File: config.mk
export PLATFORM = sky130hd
export DESIGN_NAME = mem_port_arbiter
export DESIGN_NICKNAME = d
export VERILOG_FILES = /design/src/rtl/mem_port_arbiter.sv
export SDC_FILE = /design/constraint.sdc
export NUM_CORES = 1
export LEC_CHECK = 0
export ABC_AREA = 1
export CAP_MARGIN = 20
export CORE_UTILIZATION = 45
export DETAILED_ROUTE_END_ITERATION = 6
export DONT_BUFFER_PORTS = 1
export PLACE_DENSITY = 0.61
export SLEW_MARGIN = 20
export SYNTH_ARGS = -nofsm -noshare
export SYNTH_HDL_FRONTEND = slang
export SYNTH_SLANG_ARGS = --single-unit
File: constraint.sdc
create_clock -name clk -period 1.3 [get_ports clk]
set_input_delay 0.26 -clock clk [delete_from_list [all_inputs] [get_ports clk]]
set_output_delay 0.26 -clock clk [all_outputs]
set_load 0.01 [all_outputs]
File: src/rtl/mem_port_arbiter.sv
`default_nettype none
// ============================================================================
// Module  : mem_port_arbiter
// Brief   : Shares one MREQ/WRITE/SIZE/ACK_n memory port between fetch and
//           load/store requesters, with starvation bound and ACK watchdog.
// Revision: 1.0
// ============================================================================
module mem_port_arbiter #(
   parameter int ADDR_W         = 32,
   parameter int DATA_W         = 32,
   parameter int TIMEOUT_CYCLES = 16,
   parameter int STARVE_MAX     = 4
) (
   input  logic              clk,
   input  logic              rst,
   input  logic              i_req,
   input  logic [ADDR_W-1:0] i_addr,
   output logic [DATA_W-1:0] i_rdata,
   output logic              i_ready,
   output logic              i_err,
   input  logic              d_req,
   input  logic              d_we,
   input  logic [1:0]        d_size,
   input  logic [ADDR_W-1:0] d_addr,
   input  logic [DATA_W-1:0] d_wdata,
   output logic [DATA_W-1:0] d_rdata,
   output logic              d_ready,
   output logic              d_err,
   output logic [ADDR_W-1:0] mem_addr,
   output logic              mem_req,
   output logic              mem_write,
   output logic [1:0]        mem_size,
   output logic [DATA_W-1:0] mem_wdata,
   input  logic [DATA_W-1:0] mem_rdata,
   input  logic              mem_ack_n
);

   localparam int TW = $clog2(TIMEOUT_CYCLES);
   localparam int SW = $clog2(STARVE_MAX + 1);
   localparam logic [TW-1:0] C_TMO_LAST   = TW'(TIMEOUT_CYCLES - 1);
   localparam logic [SW-1:0] C_STREAK_MAX = SW'(STARVE_MAX);

   typedef enum logic [1:0] {
      S_IDLE = 2'd0,
      S_BUSY = 2'd1,
      S_DONE = 2'd2
   } state_t;

   state_t            state_q, state_d;
   logic              owner_d_q, owner_d_d;     // 1 = data requester owns the port
   logic [SW-1:0]     streak_q, streak_d;
   logic [TW-1:0]     tmo_q, tmo_d;
   logic              mem_req_q, mem_req_d;
   logic              mem_write_q, mem_write_d;
   logic [1:0]        mem_size_q, mem_size_d;
   logic [ADDR_W-1:0] mem_addr_q, mem_addr_d;
   logic [DATA_W-1:0] mem_wdata_q, mem_wdata_d;
   logic [DATA_W-1:0] i_rdata_q, i_rdata_d;
   logic              i_ready_q, i_ready_d;
   logic              i_err_q, i_err_d;
   logic [DATA_W-1:0] d_rdata_q, d_rdata_d;
   logic              d_ready_q, d_ready_d;
   logic              d_err_q, d_err_d;

   logic              w_grant_d;
   logic              w_grant_i;
   logic [DATA_W-1:0] w_rdata_masked;

   assign w_grant_d = d_req && !(i_req && (streak_q == C_STREAK_MAX));
   assign w_grant_i = i_req && !w_grant_d;

   // Stores return zero; loads are zero-extended from the access size.
   always_comb begin
      w_rdata_masked = mem_rdata;
      if (mem_write_q) begin
         w_rdata_masked = '0;
      end else begin
         case (mem_size_q)
            2'b00:   w_rdata_masked = mem_rdata;
            2'b01:   w_rdata_masked = {{(DATA_W-16){1'b0}}, mem_rdata[15:0]};
            default: w_rdata_masked = {{(DATA_W-8){1'b0}}, mem_rdata[7:0]};
         endcase
      end
   end

   always_comb begin
      state_d     = state_q;
      owner_d_d   = owner_d_q;
      streak_d    = streak_q;
      tmo_d       = tmo_q;
      mem_req_d   = mem_req_q;
      mem_write_d = mem_write_q;
      mem_size_d  = mem_size_q;
      mem_addr_d  = mem_addr_q;
      mem_wdata_d = mem_wdata_q;
      i_rdata_d   = i_rdata_q;
      d_rdata_d   = d_rdata_q;
      i_ready_d   = 1'b0;
      i_err_d     = 1'b0;
      d_ready_d   = 1'b0;
      d_err_d     = 1'b0;

      case (state_q)
         S_IDLE: begin
            if (w_grant_d || w_grant_i) begin
               state_d   = S_BUSY;
               mem_req_d = 1'b1;
               tmo_d     = '0;
               owner_d_d = w_grant_d;
               if (w_grant_d) begin
                  mem_write_d = d_we;
                  mem_size_d  = d_size;
                  mem_addr_d  = d_addr;
                  mem_wdata_d = d_wdata;
                  if (!i_req)
                     streak_d = '0;
                  else if (streak_q != C_STREAK_MAX)
                     streak_d = streak_q + SW'(1);
               end else begin
                  mem_write_d = 1'b0;
                  mem_size_d  = 2'b00;
                  mem_addr_d  = i_addr;
                  mem_wdata_d = '0;
                  streak_d    = '0;
               end
            end
         end

         S_BUSY: begin
            // A same-edge ACK wins over the watchdog.
            if (!mem_ack_n || (tmo_q == C_TMO_LAST)) begin
               state_d     = S_DONE;
               mem_req_d   = 1'b0;
               mem_write_d = 1'b0;
               tmo_d       = '0;
               if (owner_d_q) begin
                  d_ready_d = 1'b1;
                  d_err_d   = mem_ack_n;
                  d_rdata_d = mem_ack_n ? '0 : w_rdata_masked;
               end else begin
                  i_ready_d = 1'b1;
                  i_err_d   = mem_ack_n;
                  i_rdata_d = mem_ack_n ? '0 : w_rdata_masked;
               end
            end else begin
               tmo_d = tmo_q + TW'(1);
            end
         end

         S_DONE: begin
            state_d = S_IDLE;
         end

         default: begin
            state_d = S_IDLE;
         end
      endcase
   end

   always_ff @(posedge clk) begin
      if (rst) begin
         state_q     <= S_IDLE;
         owner_d_q   <= 1'b0;
         streak_q    <= '0;
         tmo_q       <= '0;
         mem_req_q   <= 1'b0;
         mem_write_q <= 1'b0;
         mem_size_q  <= 2'b00;
         mem_addr_q  <= '0;
         mem_wdata_q <= '0;
         i_rdata_q   <= '0;
         i_ready_q   <= 1'b0;
         i_err_q     <= 1'b0;
         d_rdata_q   <= '0;
         d_ready_q   <= 1'b0;
         d_err_q     <= 1'b0;
      end else begin
         state_q     <= state_d;
         owner_d_q   <= owner_d_d;
         streak_q    <= streak_d;
         tmo_q       <= tmo_d;
         mem_req_q   <= mem_req_d;
         mem_write_q <= mem_write_d;
         mem_size_q  <= mem_size_d;
         mem_addr_q  <= mem_addr_d;
         mem_wdata_q <= mem_wdata_d;
         i_rdata_q   <= i_rdata_d;
         i_ready_q   <= i_ready_d;
         i_err_q     <= i_err_d;
         d_rdata_q   <= d_rdata_d;
         d_ready_q   <= d_ready_d;
         d_err_q     <= d_err_d;
      end
   end

   assign mem_req   = mem_req_q;
   assign mem_write = mem_write_q;
   assign mem_size  = mem_size_q;
   assign mem_addr  = mem_addr_q;
   assign mem_wdata = mem_wdata_q;
   assign i_rdata   = i_rdata_q;
   assign i_ready   = i_ready_q;
   assign i_err     = i_err_q;
   assign d_rdata   = d_rdata_q;
   assign d_ready   = d_ready_q;
   assign d_err     = d_err_q;

endmodule
`default_nettype wire

### Yosys cells after proc, flatten, opt, wreduce, memory -nomap -nowiden

Index checks and enable logic that the tools add are counted.

| word-level totals | value |
|---|---|
| register bits | 146 |
| input port bits | 136 |
| output and inout bits | 136 |
| logic and storage cells | 72 |

| operators by class | value |
|---|---|
| $add $sub $neg | 2 |
| eq/ne operators | 8 |
| mux-type cells | 23 |
| bitwise logic cells | 3 |
| reductions and logical operators | 21 |

Operators by type and width:

| operator | number |
|---|---|
| 32-bit two-way mux | 4 |
| 32-bit one-hot mux with 2 select lines | 1 |
| 3-bit AND reduction | 4 |
| 3-bit two-way mux | 3 |
| 4-bit two-way mux | 2 |
| 4-bit one-hot mux with 2 select lines | 1 |
| 4-bit OR reduction | 2 |
| 1-bit two-way mux | 6 |
| 2-bit two-way mux | 3 |
| 2-bit AND reduction | 3 |
| 4-bit by 1-bit adder with 4-bit output, second input constant | 1 |
| 2-bit by 1-bit == test with 1-bit output, second input constant | 2 |
| 4-bit == test, second input constant | 1 |
| 2-bit logical NOT | 2 |
| 2-bit inequality test, second input constant | 2 |
| 1-bit one-hot mux with 2 select lines | 2 |
| 2-bit one-hot mux with 2 select lines | 1 |
| 3-bit by 1-bit adder with 3-bit output, second input constant | 1 |
| 3-bit == test, second input constant | 1 |
| 1-bit logical AND | 3 |
| 1-bit logical NOT | 3 |
| 3-bit by 2-bit inequality test with 1-bit output, second input constant | 1 |
| 3-bit inequality test, second input constant | 1 |
| 1-bit inverter | 3 |
| 3 further kinds | 4 |

### Logic depth before layout (Yosys ltp)

Gate-level depths: netlist of run 1.

| depth | value |
|---|---|
| depth in word-level cells | 9 |
| depth in mapped cells | 11 |
| depth with buffers taken out | 8 |

### Least setup slack after synthesis of run 1

Ideal clock, no wire load.

| timing path | value |
|---|---|
| path kind | register to register |
| from | register streak_q[0] |
| to | register mem_wdata_q[11] (netlist: mem_wdata[11]) |
| setup time | 0.070 ns |
| arrival time | 1.377 ns |
| required time | 1.230 ns |
| path slack | -0.147 ns |
| stages on the path, launching flop included | 10 |
| path buffers | 2 |
| clock period less this slack | 1.447 ns |
| cells stage by stage | dfxtp_1 > inv_1 > ha_1 > nand3_1 > nand2_1 > nor2_2 > buf_4 > buf_6 > nand2_1 > a21oi_1 |

| between the ends | value |
|---|---|
| word-level cells in the longest chain between the ends | 8 |
| elaborated cells between the ends (all ways) | 9 |
| classes of those cells | eq/ne: 1; mux: 1; reduce/logical: 7 |

RTL lines:

| element | line | text |
|---|---|---|
| start, declared | 51 | `logic [SW-1:0] streak_q, streak_d;` |
| start signal, assigned | 180 | `streak_q <= streak_d;` |
| 3-bit == test (*) | 69 | `assign w_grant_d = d_req && !(i_req && (streak_q == C_STREAK_MAX));` |
| 1-bit logical AND (*) | 69 |  |
| 1-bit logical NOT (*) | 69 |  |
| 1-bit logical AND (*) | 69 |  |
| 1-bit logical NOT | 70 | `assign w_grant_i = i_req && !w_grant_d;` |
| 1-bit logical AND | 70 |  |
| 1-bit logical OR | 105 | `if (w_grant_d \|\| w_grant_i) begin` |
| 2-bit AND reduction (no line) | - |  |
| end signal, assigned | 186 | `mem_wdata_q <= mem_wdata_d;` |
| end, declared | 57 | `logic [DATA_W-1:0] mem_wdata_q, mem_wdata_d;` |

Every way passes the cells marked *; elsewhere a longest branch is shown, timed or not.
A chain may end at the register's enable or synchronous reset.

### Worst setup path after layout of run 1

| timing path | value |
|---|---|
| from | register streak_q[0] |
| to | register mem_wdata_q[23] (netlist: mem_wdata[23]) |

The elaborated chain is that of the path after synthesis.

==> results_dict.tcl, run 1 <==
set metrics [dict create \
    synth-main-ff-cell "dfxtp_1" \
    clock_latency_ps 420 \
    cts_buffer_depth 2 \
    syn_area_per_cell_sq_um 6.445 \
    place_area_sq_um 6964 \
    crit_path_max_fanout 7 \
    initial_utilization 0.4649 \
    nets 1171 \
    vias_per_cell 4.893 \
    finalCritPeriodShare 1.113 \
    max_slew.worst_pin.slew_ps 318.1 \
    yosysMostFrequentCell "nand2_1" \
    crit_required_ps 1660 \
    drt-wirelength-per-cell_microns 14.27 \
    drt_pass1_iterations 5 \
    cts_htree_levels 4 \
    rrSetupSlack_ps -150 \
    gp_congestion 0.7906 \
    cts_tree "yes" \
    holdPathStages 2 \
    grt_pass1_vias 5195 \
    startpoint_type "register" \
    register_area_sq_um 2928 \
    grt_max_degree 79 \
    num_vias 5994 \
    insertedDiodeCount 0 \
    ys.warnings.count 0 \
    cts-root-buf "clkbuf_16" \
    power.density_nw_per_um2 1395 \
    grt_setup_unrepaired "true" \
    clk_pin_slew_ps 70 \
    r2r_cells 9 \
    core_sq_um 14040 \
    hold_viol 38 \
    worst_hold_slack_ps -40.28 \
    setup_ws_ps -146.5 \
    stdcell_count 1225 \
    netlist-cell-type-count 19 \
    critPathKind "reg -> reg" \
    worstHoldEndpoint "mem_wdata[24]" \
    die_w_microns 122.5 \
    die_h_microns 122.5 \
    skew_ps 9.013 \
    cp.arrival_ps 1800 \
    cts_buffers 17 \
    hold_buffers 2 \
    ant_nets 0 \
    synth_enable_flop_cells 0 \
    numPlacedInstances 1172 \
    drtIter0Drc 275 \
    grt_usage 0.2197 \
    overflow 0 \
    dp_hpwl_mm 11.06 \
    die-area_sq_um 14990 \
    synthArstFlopShare 0 \
    synth_fp_nets 1152 \
    min_path_type "in -> reg" \
    synth_top_area_share 0.4477 \
    run_status "complete, but fails checks" \
    min_period_ps 1447 \
    remaining_drc_errors 0 \
    grt_pass1_wl_mm 25.74 \
    antenna_found_initial 0 \
    reg2reg_to "mem_wdata[23]" \
    yosysTopAreaCell "dfxtp_1" \
    std_cell_rows 43 \
    io_pins 272 \
    setup_violations 92 \
    multi_input_area_sq_um 3461 \
    min_from "d_wdata[24]" \
    synth_area_sq_um 6529 \
    violations "hold timing, setup timing" \
    slew_headroom 0.7876 \
    cts_sinks 146 \
    final_area_sq_um 8620 \
    ys_seq_area_frac 0.4477 \
    slew_violations 0 \
    ir_drop_mv 0.8084 \
    max_freq_mhz 691.3 \
    routed_wl_mm 17.48 \
    drive_gt1_frac 0.2478 \
    area_growth_pct 32.02 \
    port_buffers 0 \
    yosys_register_bits 146 \
    yosys-top-cells-count "nand2_1 (299), nor2_1 (209), dfxtp_1 (146)" \
    r2r-start "streak_q[0]" \
    syn_inst 1013 \
    nFillCells 1327 \
    synthTopCellsByArea "dfxtp_1 (45%), nand2_1 (17%), nor2_1 (12%), inv_1 (7.4%), nand3_1 (6.8%)" \
    setup.worst_path.end_class "register" \
    power.leakage_nw 4.236 \
    max-cap-violations 0 \
]
==> cells in the final DEF, fill, tap and decap left out, types with 8 or more instances in the layout <==
| cell type | Yosys | final |
|---|---|---|
| nand2_1 | 299 | 225 |
| nand2_4 | 0 | 33 |
| dfxtp_1 | 146 | 142 |
| nand2_2 | 2 | 42 |
| buf_4 | 8 | 25 |
| inv_2 | 4 | 12 |
| clkbuf_16 | 0 | 22 |
| buf_6 | 5 | 8 |
| nand4_1 | 18 | 18 |
| a21oi_2 | 0 | 40 |
| nor2_2 | 2 | 18 |
| nor2_1 | 209 | 190 |
| nand3_1 | 89 | 82 |
| buf_12 | 0 | 19 |
| inv_1 | 128 | 118 |
==> cell families after synthesis <==
kind of cell | synth area share
compound gates | 0.03603
buf+inv | 0.1261
flops | 0.4477
fa+ha+maj | 0.005750
simple gates | 0.3844
==> state kept, by name, indices dropped and copies added, names as in the netlist <==
register and count:
i_rdata 32, d_ready 1, tmo_q 4, i_err 1, mem_addr 32, mem_write 1, mem_req 1, d_rdata 32
streak_q 3, mem_size 2, mem_wdata 32, d_err 1, i_ready 1, state_q 2, owner_d_q 1
==> cell type report <==
class                      count  share of cell area
clock inverter                15             0.02279
clock buffer                  17             0.04935
tap                          180             0.02613
inverter                     132             0.05864
multi-input combinational    672              0.4015
sequential                   146              0.3397
timing repair buffer          63              0.1019
==> stage by stage <==
step	hold WS, ps	total power, mW	setup WS (ps)	utilization	TNS (ps)
floorplan	389.0	6.178	-23.22	-	-377.9
global placement	343.8	6.499	-21.66	0.4959	-162.4
detailed placement	346.6	6.518	-60.51	0.4959	-2147
CTS	-111.3	11.77	-54.45	0.5560	-2092
global route	-63.05	12.57	-212.1	0.6138	-14930
finish	-40.28	12.03	-146.5	0.6138	-5597
==> worst max-delay path, cell delays in order (launching register included) <==
cell and delay (ps):
dfxtp_2 330, inv_2 50, ha_4 160, nand3_4 100, nand2_4 80, nor2_4 140, buf_12 160, clkbuf_16 170
nand2_4 50, a21oi_2 140
==> worst max path at each step <==
stage	from	endpoint	cells after the start
final	streak_q[0]	mem_wdata[23]	9
after global routing	streak_q[0]	mem_wdata[0]	9
after CTS	tmo_q[1]	d_rdata[22]	7
after detailed placement	streak_q[0]	mem_wdata[4]	8
after global placement	streak_q[1]	mem_size[1]	8
after floorplan	tmo_q[0]	i_rdata[31]	9
==> power breakdown <==
group,switching (mW),internal (mW),leakage [nW]
clock network,2.08,3.08,0.301
logic,0.979,0.779,2.74
registers,0.339,4.76,1.20
==> per-layer routing <==
metal  GRT usage  vias to the layer above  routed length [microns]
li1            -                     3101                        -
met3     0.07900                       26                     1525
met1      0.2642                     2662                     7132
met2      0.3588                      205                     8476
met5           0                        -                        0
met4     0.07927                        0                      343
==> what timing repair did <==
item | CTS | global route
gates resized for setup | 24 | 195
cloned | 4 | 7
setup endpoints to repair | 128 | 144
pin swaps | 4 | 48
buffers inserted | 7 | 6
endpoints found under the hold margin | 80 | 56
(Power assumes the default switching activity.)
==> run 2, diff against run 1 <==
--- a/config.mk
+++ b/config.mk
@@ -11,6 +11,7 @@
 export DETAILED_ROUTE_END_ITERATION = 6
 export DONT_BUFFER_PORTS = 1
 export PLACE_DENSITY = 0.61
+export SKIP_CTS_REPAIR_TIMING = 1
 export SLEW_MARGIN = 20
 export SYNTH_ARGS = -nofsm -noshare
 export SYNTH_HDL_FRONTEND = slang
==> run 2 against run 1 <==
Against the previous run:
- the run still ends with hold timing, setup timing left
- sequential share of layout area rose by 2.3 points
- first-iteration DRC count rose by 25%
- count of clock-buffer cells in the layout did not move
- die area did not move
- power fell by 2.3%
- worst hold slack improved by 2.8 ps
- global-route usage fell by 0.96 points
- core utilization fell by 3.8 points
- maximum frequency rose by 0.61%
- highest routed layer unchanged
- register-to-register slack barely moved
- critical endpoint unchanged
- routed wire length fell by 4.2%
==> results_dict.tcl, run 2 (same netlist as run 1, synthesis figures left out) <==
set metrics [dict create \
    crit_path_max_fanout 6 \
    die_h_microns 122.5 \
    path_buf_inv 3 \
    setup_violations 62 \
    cts_htree_levels 4 \
    crit_family "simple AND/OR/NAND/NOR gates" \
    drt_pass1_iterations 4 \
    stdcell_count 1217 \
    setup_ws_ps -137.8 \
    power.density_nw_per_um2 1454 \
    crit_required_ps 1650 \
    gp_congestion 0.7906 \
    routed_wl_mm 16.74 \
    final_common_cell "nand2_1" \
    seq_power_share 0.434 \
    grt_pass1_vias 5077 \
    rrSetupSlack_ps -140 \
    cts_buffer_depth 2 \
    max_slew.worst_pin.slew_ps 318.1 \
    multi_input_area_sq_um 3109 \
    max_freq_mhz 695.5 \
    power.leakage_nw 3.989 \
    ir_drop_mv 0.8025 \
    io_pins 272 \
    port_buffers 0 \
    drt-wirelength-per-cell_microns 13.76 \
    reg2reg_to "mem_wdata[23]" \
    std_cell_rows 43 \
    hold_viol 40 \
    fin_util 0.5755 \
    ant_nets 0 \
    slew_headroom 0.7876 \
    nFillCells 1424 \
    drive_gt1_frac 0.1668 \
    die_w_microns 122.5 \
    dp_hpwl_mm 11.06 \
    antenna_found_initial 0 \
    grt_setup_unrepaired "true" \
    die-area_sq_um 14990 \
    register_area_sq_um 2928 \
    p_switching_mw 3.249 \
    clkPwrFrac 0.437 \
    final_cell_mix "nand2_1 (274), nor2_1 (201), dfxtp_1 (142), inv_1 (122), nand3_1 (80)" \
    grt_max_degree 79 \
    cts_buffers 17 \
    remaining_drc_errors 0 \
    overflow 0 \
    comb_power_share 0.129 \
    clk_pin_slew_ps 70 \
    cts-root-buf "clkbuf_16" \
    switching_share 0.2765 \
    grt_usage 0.2101 \
    min_period_ps 1438 \
    drtIter0Drc 345 \
    insertedDiodeCount 0 \
    min_path_type "in -> reg" \
    r2r-start "streak_q[0]" \
    cts_tree "yes" \
    fin_tns_setup_ps -3686 \
    intPower_mw 8.500 \
    vias_per_cell 4.878 \
    worstHoldEndpoint "mem_wdata[10]" \
    final_area_sq_um 8082 \
    cts_sinks 146 \
    core_sq_um 14040 \
    min_from "d_wdata[10]" \
    run_status "complete, but fails checks" \
    num_vias 5936 \
    r2r_cells 9 \
    power.total_mw 11.75 \
    max-cap-violations 0 \
    finalCritPeriodShare 1.106 \
    clock_latency_ps 420 \
    cp.arrival_ps 1790 \
    holdPathStages 2 \
    startpoint_type "register" \
    numPlacedInstances 1172 \
    critPathKind "reg -> reg" \
    area_growth_pct 23.78 \
    violations "hold timing, setup timing" \
    grt_pass1_wl_mm 24.69 \
    nets 1163 \
    skew_ps 9.622 \
    dp_slack_ps -60.51 \
    slowest_stage "dfxtp_2" \
    place_area_sq_um 6964 \
    worst_hold_slack_ps -37.49 \
    initial_utilization 0.4649 \
    max_stage_delay_ps 350 \
    crit_chain "inv_4 -> ha_4 -> nand3_4 -> nand2_4 -> nor2_4 -> buf_12 -> clkbuf_16 -> nand2_2 -> a21oi_2" \
    setup.worst_path.end_class "register" \
    slew_violations 0 \
]
-- run 2: per-layer routing --
layer	wire length, microns	share of wire	track usage
met1	6943	0.41	0.2508
met2	7942	0.47	0.3409
met3	1469	0.088	0.07296
met4	385	0.023	0.08994
met5	0	0	0
-- run 2: area by class of cell --
type                    instances  share of cell area
clock inverters                15             0.02431
clock buffers                  17             0.05264
repair buffers                 55             0.08593
well taps                     180             0.02787
inverters                     132             0.06224
multi-input cells             672              0.3847
flip-flops and latches        146              0.3623
-- run 2: worst max-delay path by stage --
stage,start,endpoint,slack [ps],depth (start not counted)
after floorplan,tmo_q[0],i_rdata[31],-20,9
after global placement,streak_q[1],mem_size[1],-20,8
after detailed placement,streak_q[0],mem_wdata[4],-60,8
after CTS,streak_q[0],mem_wdata[23],-110,8
after global routing,streak_q[0],mem_wdata[23],-180,9
final,streak_q[0],mem_wdata[23],-140,9
-- run 2: worst register-to-register path: stages (launching register included) --
cell       delay (ps)
dfxtp_2           350
inv_4              40
ha_4              160
nand3_4           100
nand2_4            80
nor2_4            130
buf_12            150
clkbuf_16         150
nand2_2            50
a21oi_2           150
-- run 2: power by group through the flow --
stage	combinational, mW	clock, mW	sequential [mW]
global placement	1.29	0	5.20
CTS	1.32	5.25	5.11
global route	1.73	5.44	5.14
finish	1.52	5.13	5.10
floorplan	1.05	0	5.13
detailed placement	1.31	0	5.20
==> run 3, diff against run 2 <==
--- a/config.mk
+++ b/config.mk
@@ -10,6 +10,7 @@
 export CORE_UTILIZATION = 45
 export DETAILED_ROUTE_END_ITERATION = 6
 export DONT_BUFFER_PORTS = 1
+export GPL_ROUTABILITY_DRIVEN = 1
 export PLACE_DENSITY = 0.61
 export SKIP_CTS_REPAIR_TIMING = 1
 export SLEW_MARGIN = 20
==> results of run 3 <==
The final DEF is identical to that of run 2; final timing and power are the same.
==> patch 1 (settings of run 1) <==
Re-encode `state_t` (3 states) as one-hot, 3 bits wide.
--- a/src/rtl/mem_port_arbiter.sv
+++ b/src/rtl/mem_port_arbiter.sv
@@ -41,8 +41,8 @@
    localparam logic [SW-1:0] C_STREAK_MAX = SW'(STARVE_MAX);
 
-   typedef enum logic [1:0] {
-      S_IDLE = 2'd0,
-      S_BUSY = 2'd1,
-      S_DONE = 2'd2
+   typedef enum logic [2:0] {
+      S_IDLE = 3'b001,
+      S_BUSY = 3'b010,
+      S_DONE = 3'b100
    } state_t;
 
Function: same outputs for any inputs over 4 cycles, from zero or initial values and one cycle with rst high; so few cycles prove little.
==> patch 1 against run 1 <==
The flow still finishes with violations (hold timing, setup timing); utilization decreased by 3.8 points; sequential share of layout area increased by 1.2 points; power decreased by 0.88%; design area decreased by 2.5%; count of clock-buffer cells in the layout increased by 1; wire length increased by 3.1%; setup slack improved by 0.11 ns; sequential cell count increased by 1; synthesized area increased by 3.2%; cell count increased by 0.82%; sequential power about the same; die area increased by 3.1%.
==> patch 1: results (changes against run 1) <==
- Placed instance area: 7090 µm² (+1.8%)
- Placed instance count: 1187 (+1.3%)
- Logic pwr share: 14.2% (-0.4 points)
- Fin. Hold Viols: 46 (+21%)
- Met2 Use GR: 34.0% (-1.9 points)
- LEAKAGE: 4.15 nW (-2.1%)
- Total net switching power: 0.00332 W (-2.3%)
- Worst slew margin: 83.3% (+4.5 points)
- Routed met3 length: 1.44 mm (-5.7%)
- Avg Cell Area, Syn: 6.58 µm² (+2.1%)
- # setup viols final: 14 (-85%)
- Routed length per instance: 14.6 µm (+2.3%)
- Peak VDD IR: 0.000899 V (+11%)
- Crit path max-delay family: simple AND/OR/NAND/NOR gates
- Met1 Usage GRT: 24.9% (-1.5 points)
- Max FO, Critical Path: 8 (+1)
- Number of global-route vias before repair: 5305 (+2.1%)
- Synthesized Nets: 1163 (+0.95%)
- Failing checks: hold timing, setup timing
- Arr. time, crit path: 1.64 ns (-0.16 ns)
- First-pass GRT wire length: 26.3 mm (+2.2%)
- Min Hold Slack: -0.0984 ns (-0.0581 ns)
- GR Layer Usage met3: 8.72% (+0.82 points)
- Register area share after synthesis: 43.7% (-1.1 points)
- Min setup slack post-route: -0.0341 ns (+0.112 ns)
- Clock skew: 0.00727 ns (-0.00174 ns)
- DR pass1 iterations: 6 (+1)
- Cts-stage hold buffer count: 1 (-1)
- Layout cells sized above 1: 19.9% (-4.9 points)
- Largest net degree at the start of global routing: 66 (-16%)
- Area contributors post-synth: dfxtp_1 (44%), nand2_1 (15%), nor2_1 (14%), inv_1 (7.6%), nand3_1 (2.8%)
- Status: finished, violations left
- Post-synth top cells: nand2_1 (273), nor2_1 (249), dfxtp_1 (147)
- GPL Wtd Cong: 0.760 (-3.8%)
- Routed length on met2: 8.59 mm (+1.4%)
## patch 1: cell types whose count changed in the layout (fill, tap and decap cells not counted), moves of 9 or more
cell and change:
nand2_4 -18, a21oi_2 -22, nor2_1 +49, o21ai_0 +30
inv_1 +15, nand3_1 -46, a21oi_1 +19, nor2_2 -9
## patch 1: per-stage QoR
stage / total power (W) / worst slack (ns) / TNS, ns
final: 0.0119 / -0.0341 / -0.197
after global routing: 0.0125 / -0.0959 / -5.78
after CTS: 0.0117 / -0.0535 / -1.25
after detailed placement: 0.00652 / -0.0684 / -1.34
after global placement: 0.00652 / -0.0198 / -0.0334
after floorplan: 0.00620 / 0.00252 / 0
## patch 1: layout make-up
type                    count  area, µm²
fillers                  1361       6190
multi-input cells         676       3270
flip-flops and latches    147       2950
repair buffers             54        791
inverters                 142        541
clock buffers              18        439
well taps                 184        230
clock inverters            14        176
## patch 1: final timing paths
check	from	end	slack [ns]	depth (start not counted)
hold reg to reg	mem_wdata[18]$_SDFFE_PP0P_	mem_wdata[18]$_SDFFE_PP0P_	0.51	2
setup / recovery	streak_q[0]$_SDFFE_PP0P_	mem_addr[10]$_SDFFE_PP0P_	-0.03	9
hold / removal	rst	streak_q[1]$_SDFFE_PP0P_	-0.1	1
setup reg to reg	streak_q[0]$_SDFFE_PP0P_	mem_addr[10]$_SDFFE_PP0P_	-0.03	9
## patch 1: cells by family (layout without fill, tap and decap cells)
kind of cell	count (synthesis)	count (layout)	share of synthesized area, %
simple gates	593	594	36.2
fa+ha+maj	3	3	0.557
compound gates	79	79	6.46
flops	147	147	43.7
buf+inv	202	228	13.1
## patch 1: repair_timing
item	4_1_cts	5_1_grt
pin swaps	0	60
resized for setup	6	112
gates cloned	0	14
endpoints found under the hold margin	47	46
setup buffers	0	1
endpoints found under the setup margin	97	143
==> patch 2 (settings of run 1) <==
Made on the original files. Set the parameter `STARVE_MAX` to 8 (it was 4).
--- a/src/rtl/mem_port_arbiter.sv
+++ b/src/rtl/mem_port_arbiter.sv
@@ -10,5 +10,5 @@
    parameter int DATA_W         = 32,
    parameter int TIMEOUT_CYCLES = 16,
-   parameter int STARVE_MAX     = 4
+   parameter int STARVE_MAX     = 8
 ) (
    input  logic              clk,
Behaviour: no difference found for any inputs over 4 cycles, from zero or initial values and one cycle with rst high; that may be too few to reach the edited logic, so the function may still have changed.
==> patch 2 against run 1 <==
The run still ends with hold timing, setup timing left; setup slack lost 0.018 ns; hold slack gained 0.021 ns; first-iteration DRC count grew 28%; power grew 2.2%; global-route usage grew 0.26 points; combinational power grew 3%; critical path depth shrank 1; design area grew 2.0%; synthesized area grew 3.5%; wire length grew 4.2%; non-clock buffer count shrank 3; count of clock-buffer cells in the layout grew 5; sequential cell count grew 1; critical endpoint is now mem_wdata[1]$_SDFFE_PP0P_; largest power group unchanged; highest routed layer unchanged.
==> patch 2: results (changes against run 1) <==
- Clk buf depth: 2 (unchanged)
- R2R Path Start: streak_q[0]$_SDFFE_PP0P_
- Total GRT Usage: 22.2% (+0.26 points)
- DR iter-0 viols: 353 (+28%)
- Clk_lat worst skew: 0.41 ns
- Area contributors post-synth: dfxtp_1 (44%), nand2_1 (15%), nor2_1 (11%), nand3_1 (7.7%), inv_1 (7.1%)
- Post-DP HPWL: 10.9 mm (-1.5%)
- Ys async rst share: 0% (unchanged)
- # setup viols final: 136 (+48%)
- LEAKAGE: 4.27 nW (+0.89%)
- Largest net degree at the start of global routing: 80 (+1.3%)
- Worst-Margin Slew: 0.361 ns (+0.0430 ns)
- Post-synth top flop: dfxtp_1
- Worst-path clk slew: 0.06 ns
- Crit path max-delay family: compound AO/OA/AOI/OAI gates
- Slowest-stage cell, CP: dfxtp_2
- DR pass1 iterations: 4 (-1)
- Status: finished, violations left
- Peak VDD IR: 0.000837 V (+3.5%)
- Arr. time, crit path: 1.80 ns (about the same)
- WHS Endpoint: mem_wdata[13]$_SDFFE_PP0P_
- Number of global-route vias before repair: 5640 (+8.6%)
- Library cells used by synthesis: 27 (+8)
- Cts-stage hold buffer count: 1 (-1)
- Min Hold Slack: -0.0193 ns (+0.0210 ns)
- Post-synth top cells: nand2_1 (267), nor2_1 (196), dfxtp_1 (147)
- Hold Crit Class: input port to flop
- Antenna fix cells: 0 (unchanged)
- First-pass GRT wire length: 28.1 mm (+9.0%)
- Yosys warning total: 0 (unchanged)
- H-tree depth reported by CTS: 4 (unchanged)
- Max FO, Critical Path: 7 (unchanged)
- Hold Path Stages: 2 (unchanged)
- Failing checks: hold timing, setup timing
- Synthesized Nets: 1149 (-0.26%)
- Clock Tree Root: clkbuf_16
- Min setup slack post-route: -0.164 ns (-0.0179 ns)
- Crit path largest cell delay: 0.34 ns
- IO Port Bufs: 0 (unchanged)
- Layout cells sized above 1: 23.3% (-1.5 points)
- R2r worst-path depth: 8 (-1)
- R2r endpoint: mem_wdata[1]$_SDFFE_PP0P_
- NumNets Final: 1162 (-0.77%)
- Min-Delay Startpoint: d_wdata[13]
- Initial antenna violation count: 0 (unchanged)
- Clock skew: 0.00894 ns (-0.0000707 ns)
- Fin. Hold Viols: 16 (-58%)
- Fill cell count: 1352 (+1.9%)
- Via-to-Cell Ratio: 4.94 (+1.1%)
- GPL Wtd Cong: 0.750 (-5.1%)
- Final WL: 18.2 mm (+4.2%)
- Register area share after synthesis: 43.6% (-1.2 points)
- Setup total negative slack: -9.14 ns (-3.55 ns)
- CTS Buf Count: 17 (unchanged)
patch 2: area by class of cell:
type | instances | area share (%)
clock buffers | 22 | 5.28
clock inverters | 8 | 1.99
inverters | 132 | 5.69
multi-input cells | 665 | 41.4
flip-flops and latches | 147 | 33.6
well taps | 184 | 2.62
repair buffers | 60 | 9.38
patch 2: layer usage:
layer / routed length, µm / up-vias / share of wire [%] / global-route usage [%]
met5: 0 / - / 0 / 0
met4: 157 / 0 / 0.86 / 5.39
met3: 1230 / 14 / 6.8 / 7.26
met2: 9150 / 191 / 50 / 37.6
met1: 7670 / 2707 / 42 / 27.2
li1: - / 3111 / - / -
patch 2: metrics by stage:
stage	instances	total power, W	setup WS (ns)	instance area (µm²)
after floorplan	1010	0.00628	-0.0183	6850
after global placement	1173	0.00665	-0.0480	7180
after detailed placement	1173	0.00666	-0.0668	7180
after CTS	1207	0.0121	-0.0693	7980
after global routing	1218	0.0129	-0.246	8790
final	1218	0.0123	-0.164	8790
patch 2: power by group:
part / switching (W) / internal [W] / total, W
combinational: 0.00101 / 0.000806 / 0.00182
clock: 0.00184 / 0.00350 / 0.00534
sequential: 0.000335 / 0.00480 / 0.00513
total: 0.00319 / 0.00910 / 0.0123
patch 2: cell families after synthesis:
kind of cell               count (synthesis)  share of synthesized area (%)
DFF                                      147                           43.6
adders and majority gates                  3                          0.556
buffers and inverters                    198                           13.0
and+or+nand+nor                          612                           39.0
xor gates and xnor gates                   1                          0.130
AOI/OAI and AO/OA                         49                           3.76
patch 2: timing repair:
item	CTS	global route
endpoints found under the setup margin	139	145
pin swaps	2	36
resized for setup	18	154
gates cloned	3	8
hold endpoints to repair	79	54
setup buffers	0	3
patch 2: how the worst max path moves through the flow:
stage / cells past startpoint / to / slack (ns) / from
floorplan: 8 / d_rdata[16]$_SDFFE_PP0P_ / -0.02 / tmo_q[1]$_SDFFE_PP0P_
detailed placement: 8 / tmo_q[0]$_SDFFE_PP0P_ / -0.07 / state_q[1]$_SDFFE_PP0P_
global placement: 8 / tmo_q[0]$_SDFFE_PP0P_ / -0.05 / state_q[1]$_SDFFE_PP0P_
global route: 8 / mem_wdata[29]$_SDFFE_PP0P_ / -0.25 / streak_q[0]$_SDFFE_PP0P_
finish: 8 / mem_wdata[1]$_SDFFE_PP0P_ / -0.16 / streak_q[0]$_SDFFE_PP0P_
CTS: 8 / d_rdata[28]$_SDFFE_PP0P_ / -0.07 / tmo_q[1]$_SDFFE_PP0P_
patch 2: worst register-to-register path, delay by kind of cell (launching register included):
family                   cells  cell delay, ns
adder cells (fa/ha/maj)      1            0.16
AND/OR/NAND/NOR              2            0.13
buffers and inverters        3            0.33
AO/OA/AOI/OAI                2            0.44
flip-flops                   1            0.34
